--- src/rtl/mips16_pkg.sv ---
// Shared fetch-stage definitions: opcodes, NOP encoding, fetch state encoding
// and default bus widths for the mips16 pipeline.
package mips16_pkg;

    localparam int DEF_ADDR_W = 16;
    localparam int DEF_INS_W  = 32;

    localparam logic [5:0] OP_HLT = 6'b010001;
    localparam logic [5:0] OP_LD  = 6'b010100;
    localparam logic [5:0] OP_JMP = 6'b011110;

    localparam logic [DEF_INS_W-1:0] NOP_INS = '0;

    typedef enum logic [1:0] {
        ST_RUN,
        ST_STALL,
        ST_SQUASH,
        ST_HALT
    } fetch_state_e;

endpackage

--- src/rtl/instr_fetch_unit_if.sv ---
// Synchronous instruction-memory read port: address out, data back
// one cycle later.
interface instr_fetch_unit_if #(
    parameter int ADDR_W = mips16_pkg::DEF_ADDR_W,
    parameter int INS_W  = mips16_pkg::DEF_INS_W
);

    logic [ADDR_W-1:0] imem_addr;
    logic [INS_W-1:0]  imem_rdata;

    modport master (
        output imem_addr,
        input  imem_rdata
    );

    modport slave (
        input  imem_addr,
        output imem_rdata
    );

endinterface

--- src/rtl/instr_fetch_unit_skid.sv ---
// One-entry holding register for an instruction that came back from imem
// while the stage could not issue it.
module fetch_skid_buf #(
    parameter int ADDR_W = 16,
    parameter int INS_W  = 32
) (
    input  logic              clk,
    input  logic              reset,
    input  logic              i_load,
    input  logic              i_pop,
    input  logic              i_flush,
    input  logic [INS_W-1:0]  i_data,
    input  logic [ADDR_W-1:0] i_addr,
    output logic              o_full,
    output logic [INS_W-1:0]  o_data,
    output logic [ADDR_W-1:0] o_addr
);

    logic              r_full;
    logic [INS_W-1:0]  r_data;
    logic [ADDR_W-1:0] r_addr;

    // load beats pop so a pop+load pair keeps the entry occupied
    always_ff @(posedge clk) begin
        if (reset) begin
            r_full <= 1'b0;
            r_data <= '0;
            r_addr <= '0;
        end else if (i_flush) begin
            r_full <= 1'b0;
        end else if (i_load) begin
            r_full <= 1'b1;
            r_data <= i_data;
            r_addr <= i_addr;
        end else if (i_pop) begin
            r_full <= 1'b0;
        end
    end

    a_no_overrun: assert property (
        @(posedge clk) disable iff (reset)
        !(i_load && r_full && !i_pop && !i_flush)
    );

    assign o_full = r_full;
    assign o_data = r_data;
    assign o_addr = r_addr;

endmodule

--- src/rtl/instr_fetch_unit.sv ---
// Fetch stage: owns the PC, drives imem, issues instructions or bubbles
// under stall/stall_pm, squashes on redirect and parks on HLT.
module instr_fetch_unit
    import mips16_pkg::*;
#(
    parameter int ADDR_W = DEF_ADDR_W,
    parameter int INS_W  = DEF_INS_W
) (
    input  logic               clk,
    input  logic               reset,
    instr_fetch_unit_if.master imem,
    input  logic               i_stall,
    input  logic               i_stall_pm,
    input  logic               i_redirect,
    input  logic [ADDR_W-1:0]  i_redirect_pc,
    output logic [ADDR_W-1:0]  o_pc,
    output logic [INS_W-1:0]   o_ins,
    output logic [5:0]         o_op,
    output logic               o_ins_valid
);

    localparam logic [INS_W-1:0] NOP = INS_W'(NOP_INS);

    fetch_state_e      r_state;
    logic [ADDR_W-1:0] r_fetch_pc;
    logic              r_infl;
    logic [ADDR_W-1:0] r_infl_addr;
    logic [ADDR_W-1:0] r_pc;
    logic [INS_W-1:0]  r_ins;
    logic              r_valid;

    logic              w_halt;
    logic              w_redir;
    logic              w_live;
    logic              w_ok;
    logic              w_sk_full;
    logic [INS_W-1:0]  w_sk_data;
    logic [ADDR_W-1:0] w_sk_addr;
    logic              w_pop;
    logic              w_take;
    logic              w_issue;
    logic              w_load;
    logic              w_fetch;
    logic [INS_W-1:0]  w_iss_data;
    logic [ADDR_W-1:0] w_iss_addr;
    logic              w_iss_hlt;

    assign w_halt  = (r_state == ST_HALT);
    assign w_redir = i_redirect && !w_halt;
    assign w_live  = !w_halt && !i_redirect;
    assign w_ok    = !i_stall && !i_stall_pm;

    // the skid entry is older than the in-flight word, so it goes first
    assign w_pop   = w_live && w_ok && w_sk_full;
    assign w_take  = w_live && w_ok && !w_sk_full && r_infl;
    assign w_issue = w_pop || w_take;
    assign w_load  = w_live && r_infl && !w_take;

    // with both skid and in-flight words pending, skip one fetch to drain
    assign w_fetch = w_live && !i_stall_pm && !(w_sk_full && r_infl);

    assign w_iss_data = w_sk_full ? w_sk_data : imem.imem_rdata;
    assign w_iss_addr = w_sk_full ? w_sk_addr : r_infl_addr;
    assign w_iss_hlt  = (w_iss_data[INS_W-1 -: 6] == OP_HLT);

    fetch_skid_buf #(
        .ADDR_W (ADDR_W),
        .INS_W  (INS_W)
    ) u_skid (
        .clk     (clk),
        .reset   (reset),
        .i_load  (w_load),
        .i_pop   (w_pop),
        .i_flush (w_redir),
        .i_data  (imem.imem_rdata),
        .i_addr  (r_infl_addr),
        .o_full  (w_sk_full),
        .o_data  (w_sk_data),
        .o_addr  (w_sk_addr)
    );

    always_ff @(posedge clk) begin
        if (reset) begin
            r_state     <= ST_RUN;
            r_fetch_pc  <= '0;
            r_infl      <= 1'b0;
            r_infl_addr <= '0;
            r_pc        <= '0;
            r_ins       <= NOP;
            r_valid     <= 1'b0;
        end else if (w_halt) begin
            r_infl  <= 1'b0;
            r_ins   <= NOP;
            r_valid <= 1'b0;
        end else if (i_redirect) begin
            r_state    <= ST_SQUASH;
            r_fetch_pc <= i_redirect_pc;
            r_infl     <= 1'b0;
            r_ins      <= NOP;
            r_valid    <= 1'b0;
        end else begin
            r_infl <= w_fetch;
            if (w_fetch) begin
                r_infl_addr <= r_fetch_pc;
                r_fetch_pc  <= r_fetch_pc + ADDR_W'(1);
            end
            r_ins   <= w_issue ? w_iss_data : NOP;
            r_valid <= w_issue;
            if (w_issue) begin
                r_pc <= w_iss_addr;
            end
            if (w_issue && w_iss_hlt) begin
                r_state <= ST_HALT;
            end else if (i_stall_pm) begin
                r_state <= ST_STALL;
            end else begin
                r_state <= ST_RUN;
            end
        end
    end

    assign imem.imem_addr = r_fetch_pc;
    assign o_pc           = r_pc;
    assign o_ins          = r_ins;
    assign o_op           = r_ins[INS_W-1 -: 6];
    assign o_ins_valid    = r_valid;

endmodule

--- src/flat_wrapper.sv ---
// flat-port wrapper written by rule: the top's interface ports become plain ports
module instr_fetch_unit_flat import mips16_pkg::*;
#(
    parameter int ADDR_W = DEF_ADDR_W,
    parameter int INS_W  = DEF_INS_W
)
  (clk, reset, i_stall, i_stall_pm, i_redirect, i_redirect_pc, o_pc, o_ins, o_op, o_ins_valid, imem_imem_addr, imem_imem_rdata);
  instr_fetch_unit_if #(.ADDR_W(ADDR_W), .INS_W(INS_W)) imem_i ();
  input  logic clk;
  input  logic reset;
  input  logic i_stall;
  input  logic i_stall_pm;
  input  logic i_redirect;
  input  logic [ADDR_W-1:0] i_redirect_pc;
  output logic [ADDR_W-1:0] o_pc;
  output logic [INS_W-1:0] o_ins;
  output logic [5:0] o_op;
  output logic o_ins_valid;
  output wire logic [$bits(imem_i.imem_addr)-1:0] imem_imem_addr;
  input wire logic [$bits(imem_i.imem_rdata)-1:0] imem_imem_rdata;
  assign imem_imem_addr = imem_i.imem_addr;
  assign imem_i.imem_rdata = imem_imem_rdata;
  instr_fetch_unit #(.ADDR_W(ADDR_W), .INS_W(INS_W)) u_core (.clk(clk), .reset(reset), .imem(imem_i), .i_stall(i_stall), .i_stall_pm(i_stall_pm), .i_redirect(i_redirect), .i_redirect_pc(i_redirect_pc), .o_pc(o_pc), .o_ins(o_ins), .o_op(o_op), .o_ins_valid(o_ins_valid));
endmodule
--- config.mk ---
export PLATFORM = sky130hd
export DESIGN_NAME = instr_fetch_unit_flat
export DESIGN_NICKNAME = d
export VERILOG_FILES = /design/src/rtl/mips16_pkg.sv /design/src/rtl/instr_fetch_unit_if.sv /design/src/rtl/instr_fetch_unit_skid.sv /design/src/rtl/instr_fetch_unit.sv /design/src/flat_wrapper.sv
export SDC_FILE = /design/constraint.sdc
export NUM_CORES = 1
export LEC_CHECK = 0
export BUFFER_PORTS_ARGS = -buffer_cell sky130_fd_sc_hd__buf_4
export CELL_PAD_IN_SITES_DETAIL_PLACEMENT = 0
export CELL_PAD_IN_SITES_GLOBAL_PLACEMENT = 1
export CORE_ASPECT_RATIO = 0.9
export CORE_UTILIZATION = 36
export DETAILED_ROUTE_END_ITERATION = 10
export GPL_TIMING_DRIVEN = 0
export PLACE_DENSITY_LB_ADDON = 0.1
export SYNTH_ARGS = -nofsm -noshare
export SYNTH_HDL_FRONTEND = slang
export SYNTH_HIERARCHICAL = 1
export SYNTH_SLANG_ARGS = --single-unit
--- constraint.sdc ---
create_clock -name clk -period 3.4 [get_ports clk]
set_input_delay 0.17 -clock clk [delete_from_list [all_inputs] [get_ports clk]]
set_output_delay 0.17 -clock clk [all_outputs]
set_load 0.1 [all_outputs]
* After elaboration in Yosys (flattened, before gate mapping)
Index checks and enable logic that the tools add are counted.
Storage, ports and cells: flip-flop bits (word level) 133, latch bits 0, memory bits (writable) 0, ROM bits 0, output and inout bits 71, word-level logic and storage cells 56, memories 0
Operators by class: $add $sub $neg 1, multiply operators 0, divide/modulo/power cells 0, magnitude comparators 0, eq/ne operators 2, shift operators 0, muxes and demuxes 9, bitwise gates (word level) 4, reductions and logical operators 30
Operator list (number):
- 2-to-1 mux 16 bit | 3
- 2-to-1 mux 32 bit | 1
- adder 16 x 1 -> 16 bit, second input constant | 1
- logical AND 1 bit | 13
- zero test 1 bit | 7
- equality test 6 x 5 -> 1 bit, second input constant | 1
- AND reduction 3 bit | 2
- 2-to-1 mux 2 bit | 2
- NOT 1 bit | 4
- AND reduction 2 bit | 2
- nonzero test 2 bit | 2
- OR reduction 4 bit | 1
- 2-to-1 mux 1 bit | 3
- OR reduction 3 bit | 1
- equality test 2 bit, second input constant | 1
- OR reduction 2 bit | 1
- logical OR 1 bit | 1

* Longest topological paths before layout
depth after elaboration 10, mapped depth 8, depth with buffers taken out 5

* Modules after synthesis
Netlist, hierarchy kept.
By module, submodules not included:
- instr_fetch_unit | instances 1, cells each 415, area each 3728.6 sq um
- fetch_skid_buf | instances 1, cells each 222, area each 2220.9 sq um

* Worst setup path after synthesis
No wires, ideal clock.
kind register to register, start point register u_core.r_fetch_pc[0], in the netlist u_core/imem.imem_addr[0], end point register u_core.r_fetch_pc[14], in the netlist u_core/imem.imem_addr[14], data arrival time 2.342 ns, setup slack 0.984 ns, cell stages (with the launch flop) 7, path buffers 1, period minus slack after synthesis 2.416 ns, path through dfxtp_1 > ha_1 > and4_1 > buf_6 > nand4_2 > or4_1 > a31oi_1
Between the ends: word-level cells in the longest chain between the ends 3
RTL lines:
- start: declaration | RTL line instr_fetch_unit.sv:25 | logic [ADDR_W-1:0] r_fetch_pc;
- start signal: assignment | RTL line instr_fetch_unit.sv:97 | r_fetch_pc <= i_redirect_pc;
- start signal: assignment | RTL line instr_fetch_unit.sv:105 | r_fetch_pc <= r_fetch_pc + ADDR_W'(1);
- adder 16 x 1 -> 16 bit | RTL line instr_fetch_unit.sv:105
- 2-to-1 mux 16 bit | RTL line instr_fetch_unit.sv:103 | if (w_fetch) begin
- 2-to-1 mux 16 bit | RTL line instr_fetch_unit.sv:95 | end else if (i_redirect) begin
Every way passes these cells. The select of a mux whose other input is x is not followed. A chain may end at the register's enable or synchronous reset.

* Worst setup path after layout
start point register u_core.u_skid.r_full, in the netlist u_core/u_skid/o_full, end point register u_core.u_skid.r_data[20], in the netlist u_core/u_skid/o_data[20]
Between the ends: word-level cells in the longest chain between the ends 6
RTL lines:
- start: declaration | RTL line instr_fetch_unit_skid.sv:19 | logic r_full;
- start signal: assignment | RTL line instr_fetch_unit_skid.sv:26 | r_full <= 1'b0;
- start signal: assignment | RTL line instr_fetch_unit_skid.sv:30 | r_full <= 1'b0;
- start signal: assignment | RTL line instr_fetch_unit_skid.sv:32 | r_full <= 1'b1;
- zero test 1 bit | RTL line instr_fetch_unit.sv:55 | assign w_take = w_live && w_ok && !w_sk_full && r_infl;
- logical AND 1 bit (2 in series) | RTL line instr_fetch_unit.sv:55
- zero test 1 bit | RTL line instr_fetch_unit.sv:57 | assign w_load = w_live && r_infl && !w_take;
- logical AND 1 bit | RTL line instr_fetch_unit.sv:57
- via u_core.w_load | RTL line instr_fetch_unit.sv:42 | logic w_load;
- AND reduction 2 bit (no line)
- end signal: assignment | RTL line instr_fetch_unit_skid.sv:33 | r_data <= i_data;
- end: declaration | RTL line instr_fetch_unit_skid.sv:20 | logic [INS_W-1:0] r_data;
The timed path passes the listed nets, and every way through them passes these cells.

==> flow_metrics.py <==
metrics = {
    "timing": {
        "finalSetupViolCount": 0,
        "rsz0062_at_grt": "false",
        "min_period_ns": 2.13,
        "drv_slew": 0,
        "tightest_slew_ns": 0.758,
        "fin_skew_ns": 0.0113,
        "final.setup.worst_slack_ns": 1.27,
        "max_freq_mhz": 470,
        "fin_setup_tns_ns": 0,
        "period_share_pct": 62.5,
        "final_hold_viol_count": 0,
        "slew_headroom_pct": 49.5,
        "hold_slack_ns": 0.0174,
    },
    "critical_path": {
        "worstSetupEndpointType": "register",
        "cp-start-kind": "register",
        "slowest_delay_ns": 0.39,
        "regToRegEndpoint": "u_core/u_skid/o_data[20]$_SDFFE_PP0P_",
        "critPathTopFamily": "buffers and inverters",
        "path_max_fanout": 10,
        "crit_chain": "buf_2, buf_2, o311a_1, nor2b_2, buf_4, buf_6, o21ai_1",
        "r2r_slack_ns": 1.27,
        "worstPathArrival_ns": 2.43,
        "reg2regPathDepth": 7,
        "r2r_start": "u_core/u_skid/o_full$_SDFFE_PP0P_",
        "critPathSlowestCell": "buf_2",
        "path_buf_inv": 4,
        "path_common_cell": "buf_2",
        "crit_type": "reg2reg",
        "critPathRequiredTime_ns": 3.70,
    },
    "clock_network": {
        "clock_path_buffers": 2,
        "clkTransAtPathRegs_ns": 0.06,
        "cts_num_sinks": 133,
        "h-tree-depth": 4,
        "cts.repair.resized": 0,
        "cts_made_buffers": 17,
        "cts_tree": "done",
        "post-cts-setup-buffers": 0,
        "hold_buffers": 26,
        "root_buffer": "clkbuf_16",
        "clk_latency_ns": 0.42,
    },
    "floorplanning": {
        "core_mm2": 0.0161,
        "fp.dieArea_mm2": 0.0170,
        "num_rows": 44,
        "dieWidth_um": 138,
        "pin_count": 124,
        "fp.dieH_um": 124,
        "initial_core_util_pct": 36.9,
    },
    "power": {
        "comb_power_share_pct": 11.9,
        "leakage_nw": 3.03,
        "p_sw_mw": 1.02,
        "clockPowerShare_pct": 45.5,
        "powerDensity_mw_per_mm2": 480,
        "power_frac_seq_pct": 42.6,
        "p_int_mw": 2.80,
        "swShare_pct": 26.6,
        "vdd_drop_max_mv": 0.364,
    },
    "cells_and_area": {
        "layout.nets": 858,
        "final_util_pct": 49.3,
        "syn2layout_area_growth_pct": 33.6,
        "num_antenna_cells": 0,
        "drive_above_1_share_pct": 25.0,
        "final_cell_mix": "buf_4, dfxtp_1, nor2_1",
    },
    "global_routing": {
        "first_global_vias": 5238,
        "grt_max_degree": 17,
        "track_usage_pct": 21.0,
        "antenna_found_initial": 0,
        "gr-total-overflow": 0,
        "grt_pass1_wl_um": 27200,
    },
    "route": {
        "drtIter0Drc": 352,
        "firstDrtPassIters": 5,
        "detail_route.wl_per_cell_um": 16.6,
        "antenna_left": 0,
        "drt_wl_total_um": 17000,
        "vias": 5238,
        "remaining_drc_errors": 0,
        "via_per_inst": 5.12,
    },
    "synthesis": {
        "synth_fp_nets": 691,
        "synthXorXnorAreaFrac_pct": 0,
        "yosys-top-cells-area": "dfxtp_1, nand4bb_1, mux2i_1",
        "muxShareOfSynthArea_pct": 8.08,
        "ys_ff_latch": 133,
        "yosysUniqueCellTypes": 52,
        "avgSynthCellArea_um2": 9.34,
        "seq_area_frac_synth_pct": 44.8,
        "synth_compound_area_share_pct": 15.1,
        "synth_area_mm2": 0.00595,
        "synth_top_area_share_pct": 44.8,
        "synth_top_family_by_area": "simple AND/OR/NAND/NOR gates",
        "synth_top_cell_by_area": "dfxtp_1",
        "synth_adder_area_share_pct": 0.210,
        "synth-simple-area-share_pct": 25.3,
        "synthCells": 637,
        "yosysWarnings": 6,
    },
    "place": {
        "finalWeightedCongestion": 0.842,
        "dp_hpwl_um": 11900,
        "port_buffers": 122,
        "dp_slack_ns": 1.11,
    },
    "min_path": {
        "holdPathEnd": "u_core/o_ins[28]$_SDFF_PP0_",
        "min_from": "imem_imem_rdata[28]",
        "whs_path_depth": 3,
        "worst_hold_path_type": "in2reg",
    },
    "job": {
        "maxCapViolCount": 0,
    },
    "status": {
        "status": "complete, no violations",
    },
}
==> Yosys cell counts, drive strengths merged <==
library cell and n:
mux2i 48, o31a 1, nand4 8, buf 37
a31oi 7, a41o 1, nor4b 2, a41oi 1
o21bai 1, nand4bb 48, a2111oi 1, a211o 1
nor2 59, o211ai 2, a211oi 22, dfxtp 133
nand2b 49, and2 3, o22ai 1, clkbuf 27
a22o 2, or3 1, nand4b 1, o21ai 57
o32ai 1, a31o 1, a21o 3, and4 3
o41ai 1, nor2b 3, or4 1, and3 8
nand2 49, ha 1, a32o 1, a21oi 36
nand3 7, o21a 3, inv 4, o311a 2
==> worst reg2reg max path, cell delays in order, from the launching register on <==
cell	delay [ns]
dfxtp_1	0.33
buf_2	0.25
buf_2	0.39
o311a_1	0.35
nor2b_2	0.23
buf_4	0.21
buf_6	0.17
o21ai_1	0.08
==> power groups by stage <==
stage | Combinational (mW) | Sequential, mW | Clock (mW)
detailed placement | 0.431 | 1.66 | 0
global route | 0.485 | 1.63 | 1.85
global placement | 0.427 | 1.66 | 0
finish | 0.455 | 1.62 | 1.74
floorplan | 0.167 | 1.77 | 0
CTS | 0.457 | 1.62 | 1.77
==> through the flow <==
| stage | std cells | power, mW | area [um^2] |
|---|---|---|---|
| 5_1_grt | 1024 | 3.96 | 7950 |
| 3_3_place_gp | 966 | 2.08 | 7120 |
| 2_1_floorplan | 637 | 1.94 | 5950 |
| 3_5_place_dp | 966 | 2.09 | 7120 |
| 6_report | 1024 | 3.82 | 7950 |
| 4_1_cts | 1024 | 3.86 | 7950 |
==> kinds of logic after synthesis <==
logic type | count (synthesis)
buffers and inverters | 68
DFF | 133
and+or+nand+nor | 242
muxes | 48
adders and majority gates | 1
AOI/OAI and AO/OA | 145
==> sequential cells by signal (all words and copies together) (netlist names) <==
name	cells
u_core/o_ins	32
u_core/imem.imem_addr	16
u_core/u_skid/o_addr	16
u_core/r_state	2
u_core/u_skid/o_data	32
u_core/o_pc	16
u_core/u_skid/o_full	1
u_core/r_infl	1
u_core/r_infl_addr	16
u_core/o_ins_valid	1
==> how the worst max path moves through the flow <==
stage                                     startpoint                                     end  slack, ns  cells past startpoint
3_5_place_dp                              i_redirect   u_core/u_skid/o_data[10]$_SDFFE_PP0P_       1.11                      9
3_3_place_gp                              i_redirect    u_core/u_skid/o_data[8]$_SDFFE_PP0P_       1.10                      9
5_1_grt            u_core/u_skid/o_full$_SDFFE_PP0P_   u_core/u_skid/o_addr[11]$_SDFFE_PP0P_       1.14                      6
4_1_cts            u_core/u_skid/o_full$_SDFFE_PP0P_   u_core/u_skid/o_data[20]$_SDFFE_PP0P_       1.25                      7
6_report           u_core/u_skid/o_full$_SDFFE_PP0P_   u_core/u_skid/o_data[20]$_SDFFE_PP0P_       1.27                      7
2_1_floorplan  u_core/imem.imem_addr[0]$_SDFFE_PP0P_  u_core/imem.imem_addr[14]$_SDFFE_PP0P_       0.98                      6
==> cell type report <==
cell class | count | area [um^2]
Inverter | 4 | 15.0
Tap cell | 207 | 259
Sequential cell | 133 | 2660
Clock buffer | 20 | 457
Timing Repair Buffer | 148 | 1180
Fill cell | 1595 | 8180
Multi-Input combinational cell | 436 | 2890
Buffer | 64 | 379
Clock inverter | 12 | 106
==> metal layers <==
metal / share of wire [%] / track usage, % / wire, um / up-vias
met3: 4.7 / 5.01 / 796 / 15
met2: 46 / 33.5 / 7840 / 138
met5: 0 / 0 / 0 / -
li1: - / - / - / 2609
met4: 1.3 / 7.76 / 225 / 0
met1: 48 / 27.4 / 8130 / 2476
Power figures use the tool's default switching activity.
